--- config.mk ---
export PLATFORM = sky130hd
export DESIGN_NAME = change_dispenser
export DESIGN_NICKNAME = d
export VERILOG_FILES = /design/src/rtl/change_pkg.sv /design/src/rtl/coin_tube_counter.sv /design/src/rtl/change_dispenser.sv
export SDC_FILE = /design/constraint.sdc
export NUM_CORES = 1
export LEC_CHECK = 0
export ABC_AREA = 1
export CAP_MARGIN = 30
export CORE_MARGIN = 3
export CORE_UTILIZATION = 43
export CTS_CLUSTER_DIAMETER = 30
export DETAILED_ROUTE_END_ITERATION = 12
export HOLD_SLACK_MARGIN = 0.12
export PLACE_DENSITY = 0.76
export SLEW_MARGIN = 25
export SYNTH_ARGS = -nofsm -noshare
export SYNTH_HDL_FRONTEND = slang
export SYNTH_HIERARCHICAL = 1
export SYNTH_SLANG_ARGS = --single-unit
--- constraint.sdc ---
create_clock -name clk -period 2 [get_ports clk]
set_input_delay 0.4 -clock clk [delete_from_list [all_inputs] [get_ports clk]]
set_output_delay 0.4 -clock clk [all_outputs]
set_load 0.01 [all_outputs]
--- src/rtl/change_pkg.sv ---
// change_pkg: shared state/coin encodings and coin values for change_dispenser.
package change_pkg;
   typedef enum logic [2:0] {IDLE, SELECT, EJECT, GAP, FINISH} state_e;
   typedef enum logic [1:0] {C25, C10, C5, CNONE} coin_e;
   localparam int COIN_25 = 25;
   localparam int COIN_10 = 10;
   localparam int COIN_5  = 5;
   function automatic int coin_value(coin_e c);
      return c == C25 ? COIN_25 : c == C10 ? COIN_10 : c == C5 ? COIN_5 : 0;
   endfunction
endpackage

--- src/rtl/coin_tube_counter.sv ---
// coin_tube_counter: saturating per-tube coin inventory; simultaneous inc and dec cancel out.
module coin_tube_counter #(
   parameter int INV_W    = 8,
   parameter int INV_INIT = 20
) (
   input  logic             clk,
   input  logic             rst_n,
   input  logic             inc,
   input  logic             dec,
   output logic [INV_W-1:0] count
);
   logic [INV_W-1:0] count_q, count_d;
   always_comb begin
      count_d = (inc && !dec && count_q != '1) ? count_q + 1'b1 :
                (dec && !inc && count_q != '0) ? count_q - 1'b1 : count_q;
   end
   always_ff @(posedge clk or negedge rst_n) begin
      if (!rst_n) count_q <= INV_W'(INV_INIT);
      else        count_q <= count_d;
   end
   assign count = count_q;
endmodule

--- src/rtl/change_dispenser.sv ---
// change_dispenser: greedy 25/10/5 coin payout over a hopper req/ack handshake.
// Define CHANGE_DISPENSER_ACK_TIMEOUT_EN to abort a payout when the hopper never acks.
module change_dispenser
   import change_pkg::*;
#(
   parameter int AMT_W      = 8,
   parameter int INV_W      = 8,
   parameter int INV_INIT   = 20,
   parameter int GAP_CYCLES = 4
`ifdef CHANGE_DISPENSER_ACK_TIMEOUT_EN
   ,
   parameter int ACK_TIMEOUT = 255
`endif
) (
   input  logic             clk,
   input  logic             rst_n,
   input  logic             change_load,
   input  logic [AMT_W-1:0] change_amount,
   input  logic             hopper_ack,
   input  logic             refill_25,
   input  logic             refill_10,
   input  logic             refill_5,
   output logic             eject_25,
   output logic             eject_10,
   output logic             eject_5,
   output logic             busy,
   output logic             done,
   output logic [AMT_W-1:0] shortfall,
   output logic             load_reject,
   output logic [INV_W-1:0] inv_25,
   output logic [INV_W-1:0] inv_10,
   output logic [INV_W-1:0] inv_5
`ifdef CHANGE_DISPENSER_ACK_TIMEOUT_EN
   ,
   output logic             ack_timeout
`endif
);
   localparam int GAP_W = $clog2(GAP_CYCLES + 1);
   state_e           state_q, state_d;
   coin_e            coin_q, coin_d, sel;
   logic [AMT_W-1:0] remaining_q, remaining_d, shortfall_q, shortfall_d;
   logic [2:0]       eject_q, eject_d;
   logic [GAP_W-1:0] gap_q, gap_d;
   logic             busy_q, busy_d, done_q, done_d, load_reject_q, load_reject_d, take;
`ifdef CHANGE_DISPENSER_ACK_TIMEOUT_EN
   localparam int TMO_W = $clog2(ACK_TIMEOUT + 1);
   logic [TMO_W-1:0] tmo_q, tmo_d;
   logic             ack_timeout_q, ack_timeout_d;
`endif
   // Greedy pick, largest coin first, skipping empty tubes.
   always_comb begin
      sel = (remaining_q >= AMT_W'(COIN_25) && inv_25 != '0) ? C25 :
            (remaining_q >= AMT_W'(COIN_10) && inv_10 != '0) ? C10 :
            (remaining_q >= AMT_W'(COIN_5)  && inv_5  != '0) ? C5  : CNONE;
   end
   assign take = state_q == EJECT && hopper_ack;
   always_comb begin
      state_d       = state_q;
      coin_d        = coin_q;
      remaining_d   = remaining_q;
      shortfall_d   = shortfall_q;
      eject_d       = eject_q;
      gap_d         = gap_q;
      busy_d        = busy_q;
      done_d        = 1'b0;
      load_reject_d = change_load && busy_q;
`ifdef CHANGE_DISPENSER_ACK_TIMEOUT_EN
      tmo_d         = tmo_q;
      ack_timeout_d = 1'b0;
`endif
      case (state_q)
         IDLE: if (change_load) begin
            remaining_d = change_amount;
            shortfall_d = '0;
            busy_d      = 1'b1;
            state_d     = SELECT;
         end
         SELECT: if (sel == CNONE) begin
            done_d      = 1'b1;
            shortfall_d = remaining_q;
            state_d     = FINISH;
         end else begin
            coin_d  = sel;
            eject_d = {sel == C25, sel == C10, sel == C5};
            state_d = EJECT;
`ifdef CHANGE_DISPENSER_ACK_TIMEOUT_EN
            tmo_d   = '0;
`endif
         end
         EJECT: if (hopper_ack) begin
            eject_d     = '0;
            remaining_d = remaining_q - AMT_W'(coin_value(coin_q));
            gap_d       = '0;
            state_d     = GAP;
         end
`ifdef CHANGE_DISPENSER_ACK_TIMEOUT_EN
         else if (tmo_q == TMO_W'(ACK_TIMEOUT - 1)) begin
            eject_d       = '0;
            done_d        = 1'b1;
            ack_timeout_d = 1'b1;
            shortfall_d   = remaining_q;
            state_d       = FINISH;
         end else tmo_d = tmo_q + 1'b1;
`endif
         GAP: if (hopper_ack) gap_d = '0;
            else if (gap_q == GAP_W'(GAP_CYCLES - 1)) state_d = SELECT;
            else gap_d = gap_q + 1'b1;
         FINISH: begin
            busy_d  = 1'b0;
            state_d = IDLE;
         end
         default: state_d = IDLE;
      endcase
   end
   always_ff @(posedge clk or negedge rst_n) begin
      if (!rst_n) begin
         state_q       <= IDLE;
         coin_q        <= CNONE;
         remaining_q   <= '0;
         shortfall_q   <= '0;
         eject_q       <= '0;
         gap_q         <= '0;
         busy_q        <= 1'b0;
         done_q        <= 1'b0;
         load_reject_q <= 1'b0;
      end else begin
         state_q       <= state_d;
         coin_q        <= coin_d;
         remaining_q   <= remaining_d;
         shortfall_q   <= shortfall_d;
         eject_q       <= eject_d;
         gap_q         <= gap_d;
         busy_q        <= busy_d;
         done_q        <= done_d;
         load_reject_q <= load_reject_d;
      end
   end
`ifdef CHANGE_DISPENSER_ACK_TIMEOUT_EN
   always_ff @(posedge clk or negedge rst_n) begin
      if (!rst_n) begin
         tmo_q         <= '0;
         ack_timeout_q <= 1'b0;
      end else begin
         tmo_q         <= tmo_d;
         ack_timeout_q <= ack_timeout_d;
      end
   end
   assign ack_timeout = ack_timeout_q;
`endif
   coin_tube_counter #(.INV_W(INV_W), .INV_INIT(INV_INIT)) u_tube_25 (
      .clk(clk), .rst_n(rst_n), .inc(refill_25), .dec(take && coin_q == C25), .count(inv_25));
   coin_tube_counter #(.INV_W(INV_W), .INV_INIT(INV_INIT)) u_tube_10 (
      .clk(clk), .rst_n(rst_n), .inc(refill_10), .dec(take && coin_q == C10), .count(inv_10));
   coin_tube_counter #(.INV_W(INV_W), .INV_INIT(INV_INIT)) u_tube_5 (
      .clk(clk), .rst_n(rst_n), .inc(refill_5), .dec(take && coin_q == C5), .count(inv_5));
   assign {eject_25, eject_10, eject_5} = eject_q;
   assign busy        = busy_q;
   assign done        = done_q;
   assign shortfall   = shortfall_q;
   assign load_reject = load_reject_q;
endmodule

== After elaboration in Yosys (flattened, before gate mapping) ==
Cells that the tools add are included.

* Add/sub/neg operators: 8
* $lt $le $gt $ge: 3
* Bitwise gates (word level): 1
* Muxes and demuxes: 34
* Eq/ne operators: 20
* Reduce and logical (&&, ||, !) cells: 47

{| class="wikitable"
|+ Operator list
! kind !! count
|-
| 8-bit two-way mux || 10
|-
| 8-bit case mux with 2 select lines || 2
|-
| 3-bit two-way mux || 10
|-
| 8-bit by 1-bit adder with 8-bit output (second input constant) || 3
|-
| 8-bit != test (second input constant) || 3
|-
| 8-bit nonzero test || 3
|-
| 8-bit by 1-bit subtractor with 8-bit output (second input constant) || 3
|-
| 1-bit logical AND || 20
|-
| 2-bit nonzero test || 8
|-
| 2-bit != test (second input constant) || 6
|-
| 3-bit case mux with 2 select lines || 2
|-
| 3-bit case mux with 4 select lines || 1
|-
| 3-bit AND reduction || 4
|-
| 3-bit by 2-bit equality test with 1-bit output (second input constant) || 3
|-
| 8-bit by 3-bit greater-or-equal comparator with 1-bit output (second input constant) || 1
|-
| 8-bit by 4-bit greater-or-equal comparator with 1-bit output (second input constant) || 1
|-
| 8-bit by 5-bit greater-or-equal comparator with 1-bit output (second input constant) || 1
|-
| 8-bit by 5-bit subtractor with 8-bit output || 1
|-
| 2-bit equality test (second input constant) || 3
|-
| 1-bit logical NOT || 6
|-
| 5-bit two-way mux || 1
|-
| 2-bit by 1-bit equality test with 1-bit output (second input constant) || 2
|-
| 2-bit logical NOT || 2
|-
| 1-bit two-way mux || 4
|-
| 11 further kinds || 13
|}

* Output and inout bits: 38
* Logic and storage cells: 125
* Bits of input ports: 15
* Flip-flop bits (word level): 54

== Depth between registers and ports, before layout ==
Gate-level depths: netlist of run 1.

* Word-level depth: 8
* Gate-level depth with buffers: 16
* Mapped depth without buffers: 16

== Modules after synthesis ==
Netlist of run 1, hierarchy kept.

{| class="wikitable"
|+ Modules (own cells, without submodules)
! module !! times used !! cells an instance !! sequential area each (um^2) !! area each (um^2)
|-
| coin_tube_counter || 3 || 97 || 202.7 || 680.7
|-
| change_dispenser || 1 || 256 || 753.2 || 1924.3
|}

== Least setup slack after synthesis of run 1 ==
OpenSTA, ideal clock, no wires.

* Path kind: register to register
* Start point: reg state_q[1]
* End point: reg u_tube_5.count_q[7] (netlist: u_tube_5/count[7])
* Setup slack: -0.131 ns
* Period minus slack after synthesis: 2.131 ns
* Setup time: 0.117 ns
* Path buffers: 0
* Data arrival time: 2.014 ns
* Stages on the path, launching flop included: 15
* Data required time: 1.883 ns
* Cell sequence: dfrtp_1 > nand3_4 > clkinv_4 > nand2_4 > nor2_1 > inv_1 > nand3_2 > ha_1 > or2_1 > nand3_1 > nand2_1 > nand2_1 > nand2_1 > nand2_1 > nand2_1

* Word-level cells in the longest chain between the ends: 7
* Elaborated cells on any way between the ends: 10
* Classes of those cells: eq/ne (1); mux (1); reduce/logical (8)

{| class="wikitable"
|+ Ends and longest elaborated chain
! what !! RTL line !! text
|-
| from (decl) || change_dispenser.sv:39 || <nowiki>state_e state_q, state_d;</nowiki>
|-
| from (signal assigned) || change_dispenser.sv:127 || <nowiki>state_q <= state_d;</nowiki>
|-
| 3-bit by 2-bit equality test with 1-bit output (*) || change_dispenser.sv:56 || <nowiki>assign take = state_q == EJECT && hopper_ack;</nowiki>
|-
| 1-bit logical AND (*) || change_dispenser.sv:56 ||
|-
| 1-bit logical AND (*) || change_dispenser.sv:155 || <nowiki>.clk(clk), .rst_n(rst_n), .inc(refill_5), .dec(take && coin_q == C5), .count(inv_5));</nowiki>
|-
| 1-bit logical NOT || coin_tube_counter.sv:14 || <nowiki>count_d = (inc && !dec && count_q != '1) ? count_q + 1'b1 :</nowiki>
|-
| 1-bit logical AND (2 in a row) || coin_tube_counter.sv:14 ||
|-
| 8-bit two-way mux or 2-bit nonzero test (tied branches) || n/a ||
|-
| to (signal assigned) || coin_tube_counter.sv:18 || <nowiki>if (!rst_n) count_q <= INV_W'(INV_INIT);</nowiki>
|-
| to (signal assigned) || coin_tube_counter.sv:19 || <nowiki>else count_q <= count_d;</nowiki>
|-
| to (decl) || coin_tube_counter.sv:12 || <nowiki>logic [INV_W-1:0] count_q, count_d;</nowiki>
|}

Every way passes the cells marked *; elsewhere a longest branch is shown, timed or not.
A chain may end at the register's enable or synchronous reset.

== Worst setup path after layout of run 1 ==
* Start point: reg u_tube_10.count_q[2] (netlist: u_tube_10/count[2])
* End point: reg u_tube_10.count_q[7] (netlist: u_tube_10/count[7])

* Word-level cells in the longest chain between the ends: 3
* Elaborated cells on any way between the ends: 9
* Classes of those cells: add/sub (2); eq/ne (1); mux (2); reduce/logical (4)

{| class="wikitable"
|+ Ends and longest elaborated chain
! what !! RTL line !! text
|-
| from (decl) || coin_tube_counter.sv:12 ||
|-
| from (signal assigned) || coin_tube_counter.sv:18 ||
|-
| from (signal assigned) || coin_tube_counter.sv:19 ||
|-
| 8-bit by 1-bit subtractor with 8-bit output (tied with other cells) || coin_tube_counter.sv:15 || <nowiki>(dec && !inc && count_q != '0) ? count_q - 1'b1 : count_q;</nowiki>
|-
| 8-bit two-way mux (tied with other cells) || coin_tube_counter.sv:15 ||
|-
| 8-bit two-way mux or 2-bit nonzero test (tied branches) || n/a ||
|}

Several ways; a longest one is shown, not always the timed one. The select of a mux whose other input is x is not followed.

==> run_results.csv, run 1 <==
group,metric,value,unit
flow_run,max-cap-violations,0,
finish,layout_commonest_cell,"nand2_1",
timing,drv_slew,0,
global_route,antenna_found_initial,0,
timing,hold_viol,0,
setup_path,cpMaxStageDelayCell,"dfstp_2",
place,globalplace.congestion,0.884,
finish,drive_gt1_share,31.7,%
yosys,ys_warn_count,6,
yosys,ys.flop_type,"dfrtp_1",
route,wirelength,11500,um
finish,diodes,0,
cts,h-tree-depth,2,
power,p_leak,2.84,nW
timing,final.setup_skew,0.00417,ns
timing,finalSetupViolCount,13,
global_route,overflow,0,
setup_path,end_kind,"flop",
timing,tightest_slew,0.317,ns
route,wire_per_inst,14.6,um
global_route,grt_pass1_wl,18200,um
place,place_area,5200,sq um
status,violations,"setup timing",
place,dp_hpwl,7710,um
timing,min_period_over_period,106,%
die,dieWidth,102,um
die,core_region_area,8850,sq um
cts,path_clk_slew,0.10,ns
route,drtIter0Drc,179,
power,powerDensity,1690,nW/um^2
die,die_y,102,um
finish,final_cell_mix,"nand2_1 (170), buf_4 (68), inv_1 (57), clkdlybuf4s50_1 (50), nor2_1 (47)",
cts,cts_tree,"yes",
yosys,netlist_area,3970,sq um
timing,hold_ws,0.478,ns
yosys,synth_seq_cells,54,
setup_path,start_kind,"flop",
yosys,async_flop_share,100,%
finish,fin_area,5870,sq um
cts,clock-sinks,54,
route,drtPass1Iterations,6,
global_route,grt_pass1_vias,4196,
yosys,synth_cells,547,
timing,setup_ws,-0.114,ns
timing,finalCriticalPeriod,2.11,ns
route,vias,4124,
status,status,"finished with violations",
timing,rsz0062_at_grt,"true",
setup_path,cp.required,2.21,ns
cts,cts-buffers-inserted,5,
cts,clockRootBuffer,"clkbuf_8",
setup_path,crit_fanout,5,
finish,syn_to_final_growth,47.9,%
die,initial_core_util,44.8,%
cts,clk_latency,0.31,ns
yosys,synth_edf_count,0,
timing,tns,-0.647,ns
die,row_count,34,
place,port_buffers,52,
yosys,yosysUniqueCellTypes,37,
power,vdd_drop_max,1.08,mV
route,viasPerCell,5.22,
yosys,syn_avg_cell_area,7.25,sq um
setup_path,crit_arrival,2.32,ns
setup_path,critPathKind,"flop to flop",
setup_path,path_cells,"nand2_1 > nor2_1 > nand2_1 > nand3_4 > ha_4 > or2_4 > nand3_2 > nand2_1 > nand2_1 > nand2_1 > nand2_1 > nand2_1",
yosys,ys_seq_area_share,34.3,%
die,ios,53,
timing,max_freq,473,MHz
setup_path,cp_common_cell,"nand2_1",
cts,clock_path_buffers,2,
route,drc,0,
power,power,9.91,mW
place,dpl_worst_slack,-0.484,ns
global_route,grt_max_degree,55,
yosys,synthesis.nets,591,
worst_hold_path,min_path_type,"flop to flop",
route,ant_nets,0,
setup_path,slowest_delay,0.55,ns
timing,slew_headroom,78.9,%
finish,fin_nets,725,
global_route,track_usage,21.3,%
die,dieArea,10400,sq um
[per-layer routing]
metal / part of all wire [%] / track usage, % / vias to the layer above
met5: 0 / 0 / -
met4: 2.3 / 6.26 / 0
met3: 4.1 / 3.07 / 23
met2: 54 / 40.5 / 109
met1: 40 / 24.5 / 1962
li1: - / - / 2030
[layout make-up]
cell class                 count  area, sq um
fill                         727         2980
sequential                    54         1360
clock inverter                 1         30.0
clock buffer                   7         76.3
multi-input combinational    418         2830
inverter                      74          300
tap                          108          135
timing repair buffer         128         1130
[synthesized netlist by cell type (4+ instances only)]
cell type,number,area (sq um)
nor2_1,52,195
nand3b_1,7,52.6
nand4_1,10,62.6
ha_1,25,313
nand3_1,43,215
a21oi_1,14,70.1
o21ai_1,12,60.1
dfstp_2,8,210
inv_2,5,18.8
clkinv_4,4,35.0
xor2_1,7,61.3
dfrtp_1,46,1150
nand2_4,6,67.6
fa_1,4,80.1
xnor2_1,7,61.3
o21ai_2,7,61.3
o21ai_0,9,45.0
inv_1,65,244
nand2_1,189,709
[where the power goes]
group,internal (mW),total (mW),switching [mW],leakage (nW)
Sequential,1.64,1.97,0.333,0.653
Clock,0.375,0.737,0.361,0.0524
Combinational,3.46,7.20,3.75,2.14
Total,5.47,9.91,4.44,2.84
[sequential cells by signal (all words and copies together) (netlist names), 3 cells and up]
signal and count:
u_tube_5/count 8, u_tube_25/count 8, remaining_q 8, state_q 3
u_tube_10/count 8, shortfall 8, eject_q 3, gap_q 3
[critical path: cells and delay by family, from the launching register on]
family,cells,cell delay [ns]
and+or+nand+nor,11,1.23
DFF,1,0.55
adders and majority gates,1,0.23
[logic make-up after synthesis]
kind of cell,share of synthesized area (%)
flip-flops,34.3
buffers and inverters,8.01
adder cells (fa/ha/maj),9.91
AO/OA/AOI/OAI,8.55
AND/OR/NAND/NOR,35.9
multiplexers,0.252
XOR/XNOR,3.09
[final timing paths]
| check | from | endpoint | slack, ns | depth (start not counted) |
|---|---|---|---|---|
| worst max-delay path | u_tube_10/count[2] | u_tube_10/count[7] | -0.11 | 12 |
| worst min-delay path | shortfall[4] | shortfall[4] | 0.48 | 2 |
| worst max register to register | u_tube_10/count[2] | u_tube_10/count[7] | -0.11 | 12 |
| worst min register to register | shortfall[4] | shortfall[4] | 0.48 | 2 |
| max in group asynchronous | rst_n | u_tube_10/count[2] | 1.06 | 3 |
| min in group asynchronous | rst_n | u_tube_10/count[5] | 0.60 | 3 |
[what timing repair did]
action,in CTS,in global routing
setup buffers,4,10
resized for setup,39,60
endpoints found under the setup margin,21,23
cloned,2,0
pin swaps,19,45
hold buffers,1,0
hold endpoints to repair,46,0
[through the flow]
stage,instances,utilization [%]
global route,790,66.3
floorplan,547,-
finish,790,66.3
CTS,781,63.0
global placement,766,58.8
detailed placement,766,58.8
(Power assumes the default switching activity.)
==> run 2: changes to the inputs <==
CTS_CLUSTER_DIAMETER = not set   (was 30)
==> results of run 2 <==
The final DEF is identical to that of run 1; final timing and power are the same.
==> run 3: changes to the inputs <==
CORE_MARGIN = 2   (was 3)
PLACE_DENSITY = 0.74   (was 0.76)
clock period = 2.1 ns   (was 2 ns; I/O delays follow)
==> run_results.csv, run 3 (same netlist as run 1, synthesis figures left out) <==
group,metric,value,unit
status,status,"finished with violations",
status,violations,"setup timing",
timing,final.setup_skew,0.00822,ns
die,initial_core_util,43.5,%
power,p_seq_share,21.9,%
worst_hold_path,holdPathStages,2,
setup_path,crit_fanout,8,
setup_path,cp_common_cell,"nand2_1",
finish,fin_util,61.4,%
setup_path,slowest_delay,0.43,ns
global_route,overflow,0,
route,vias,3874,
timing,setup_ws,-0.0763,ns
timing,tightest_slew,0.451,ns
place,port_buffers,52,
power,p_leak,2.75,nW
timing,finalCriticalPeriod,2.18,ns
cts,cts-buffers-inserted,5,
die,die_y,100,um
die,ios,53,
die,dieWidth,100,um
setup_path,r2r-start,"state_q[1]",
route,drtIter0Drc,157,
timing,tns,-0.111,ns
global_route,grt_pass1_wl,17000,um
die,dieArea,10000,sq um
route,drc,0,
cts,clockRootBuffer,"clkbuf_8",
finish,drive_gt1_share,26.6,%
timing,rsz0062_at_grt,"true",
setup_path,start_kind,"flop",
route,viasPerCell,4.96,
setup_path,ff2ff_path_depth,14,
setup_path,path_cells,"nand3_4 > clkinv_4 > nand2_4 > nor2_2 > inv_2 > nand3_4 > ha_4 > nand2_1 > nor2_1 > nand3_2 > nand3_1 > nand2_1 > nand2_1 > nand2_1",
global_route,grt_max_degree,55,
worst_hold_path,hold_end,"shortfall[3]",
power,power,8.76,mW
timing,slew_headroom,69.9,%
power,cellInternalPower,4.82,mW
power,vdd_drop_max,0.662,mV
cts,cts_tree,"yes",
finish,final_cell_mix,"nand2_1 (180), buf_4 (63), inv_1 (59), clkdlybuf4s50_1 (50), nor2_1 (47)",
route,drtPass1Iterations,4,
timing,hold_viol,0,
cts,h-tree-depth,2,
route,ant_nets,0,
worst_hold_path,hp-start,"shortfall[3]",
timing,drv_slew,0,
setup_path,crit_buf_inv,2,
setup_path,cp.required,2.32,ns
setup_path,crit_arrival,2.39,ns
setup_path,critPathKind,"flop to flop",
finish,layout_commonest_cell,"nand2_1",
finish,fillers,769,
place,globalplace.congestion,0.891,
timing,min_period_over_period,104,%
setup_path,end_kind,"flop",
power,comb_power_share,70.6,%
timing,max_freq,459,MHz
setup_path,cp_top_family,"simple AND/OR/NAND/NOR gates",
power,powerDensity,1570,nW/um^2
cts,clock_path_buffers,2,
cts,path_clk_slew,0.10,ns
power,pwr-share-clk,7.5,%
place,dpl_worst_slack,-0.405,ns
finish,syn_to_final_growth,40.9,%
setup_path,regToRegSetupSlack,-0.08,ns
power,sw_frac_of_total,45.0,%
global_route,antenna_found_initial,0,
route,wire_per_inst,13.4,um
global_route,grt_pass1_vias,3962,
cts,clk_latency,0.31,ns
finish,diodes,0,
worst_hold_path,min_path_type,"flop to flop",
power,p_switching,3.94,mW
finish,fin_nets,713,
setup_path,r2r_end,"u_tube_10/count[7]",
route,wirelength,10500,um
finish,fin_area,5590,sq um
die,row_count,35,
timing,finalSetupViolCount,2,
die,core_region_area,9110,sq um
flow_run,max-cap-violations,0,
global_route,track_usage,20.5,%
cts,clock-sinks,54,
place,place_area,5090,sq um
place,dp_hpwl,7430,um
setup_path,cpMaxStageDelayCell,"dfrtp_1",
run 3: through the flow:
step                cells  hold WS [ns]
finish                781         0.478
global route          781         0.509
CTS                   772         0.483
detailed placement    762         0.440
global placement      762         0.439
floorplan             547         0.124
run 3: area by class of cell:
| class | count | area [sq um] | area share, % |
|---|---|---|---|
| clock inverter | 1 | 8.76 | 0.157 |
| sequential | 54 | 1360 | 24.4 |
| multi-input combinational | 417 | 2670 | 47.8 |
| clock buffer | 7 | 96.3 | 1.72 |
| timing repair buffer | 117 | 1020 | 18.2 |
| tap | 111 | 139 | 2.48 |
| inverter | 74 | 298 | 5.33 |
run 3: how the worst max path moves through the flow:
stage,from,end,slack (ns),depth (start not counted)
final,state_q[1],u_tube_10/count[7],-0.08,14
after global routing,state_q[1],u_tube_10/count[7],-0.17,14
after CTS,coin_q[0],u_tube_10/count[7],-0.05,15
after detailed placement,hopper_ack,u_tube_25/count[7],-0.40,14
after global placement,hopper_ack,u_tube_25/count[7],-0.36,14
after floorplan,state_q[1],u_tube_5/count[7],0.06,15
run 3: tightest hold or removal path, stage by stage (launching register included):
cell,delay [ns]
dfrtp_1,0.36
nand2_1,0.05
nand2_1,0.04
run 3: repair_timing:
item	in CTS	in global routing
hold endpoints to repair	46	0
cloned	0	1
pin swaps	3	28
setup buffers	1	8
hold buffers	1	0
resized for setup	10	55
setup endpoints to repair	8	21
run 3: power by group through the flow:
stage	Combinational [mW]	Sequential, mW	Clock (mW)
finish	6.19	1.92	0.659
global route	6.87	1.98	0.707
CTS	5.56	1.90	0.669
detailed placement	5.42	1.91	0
global placement	5.26	1.89	0
floorplan	2.94	2.23	0
run 3: routing by layer:
layer / vias up / track usage [%] / share of wire [%]
li1: 1983 / - / -
met1: 1783 / 24.5 / 43
met2: 92 / 37.3 / 52
met3: 16 / 3.20 / 3.4
met4: 0 / 7.17 / 1.4
met5: - / 0 / 0
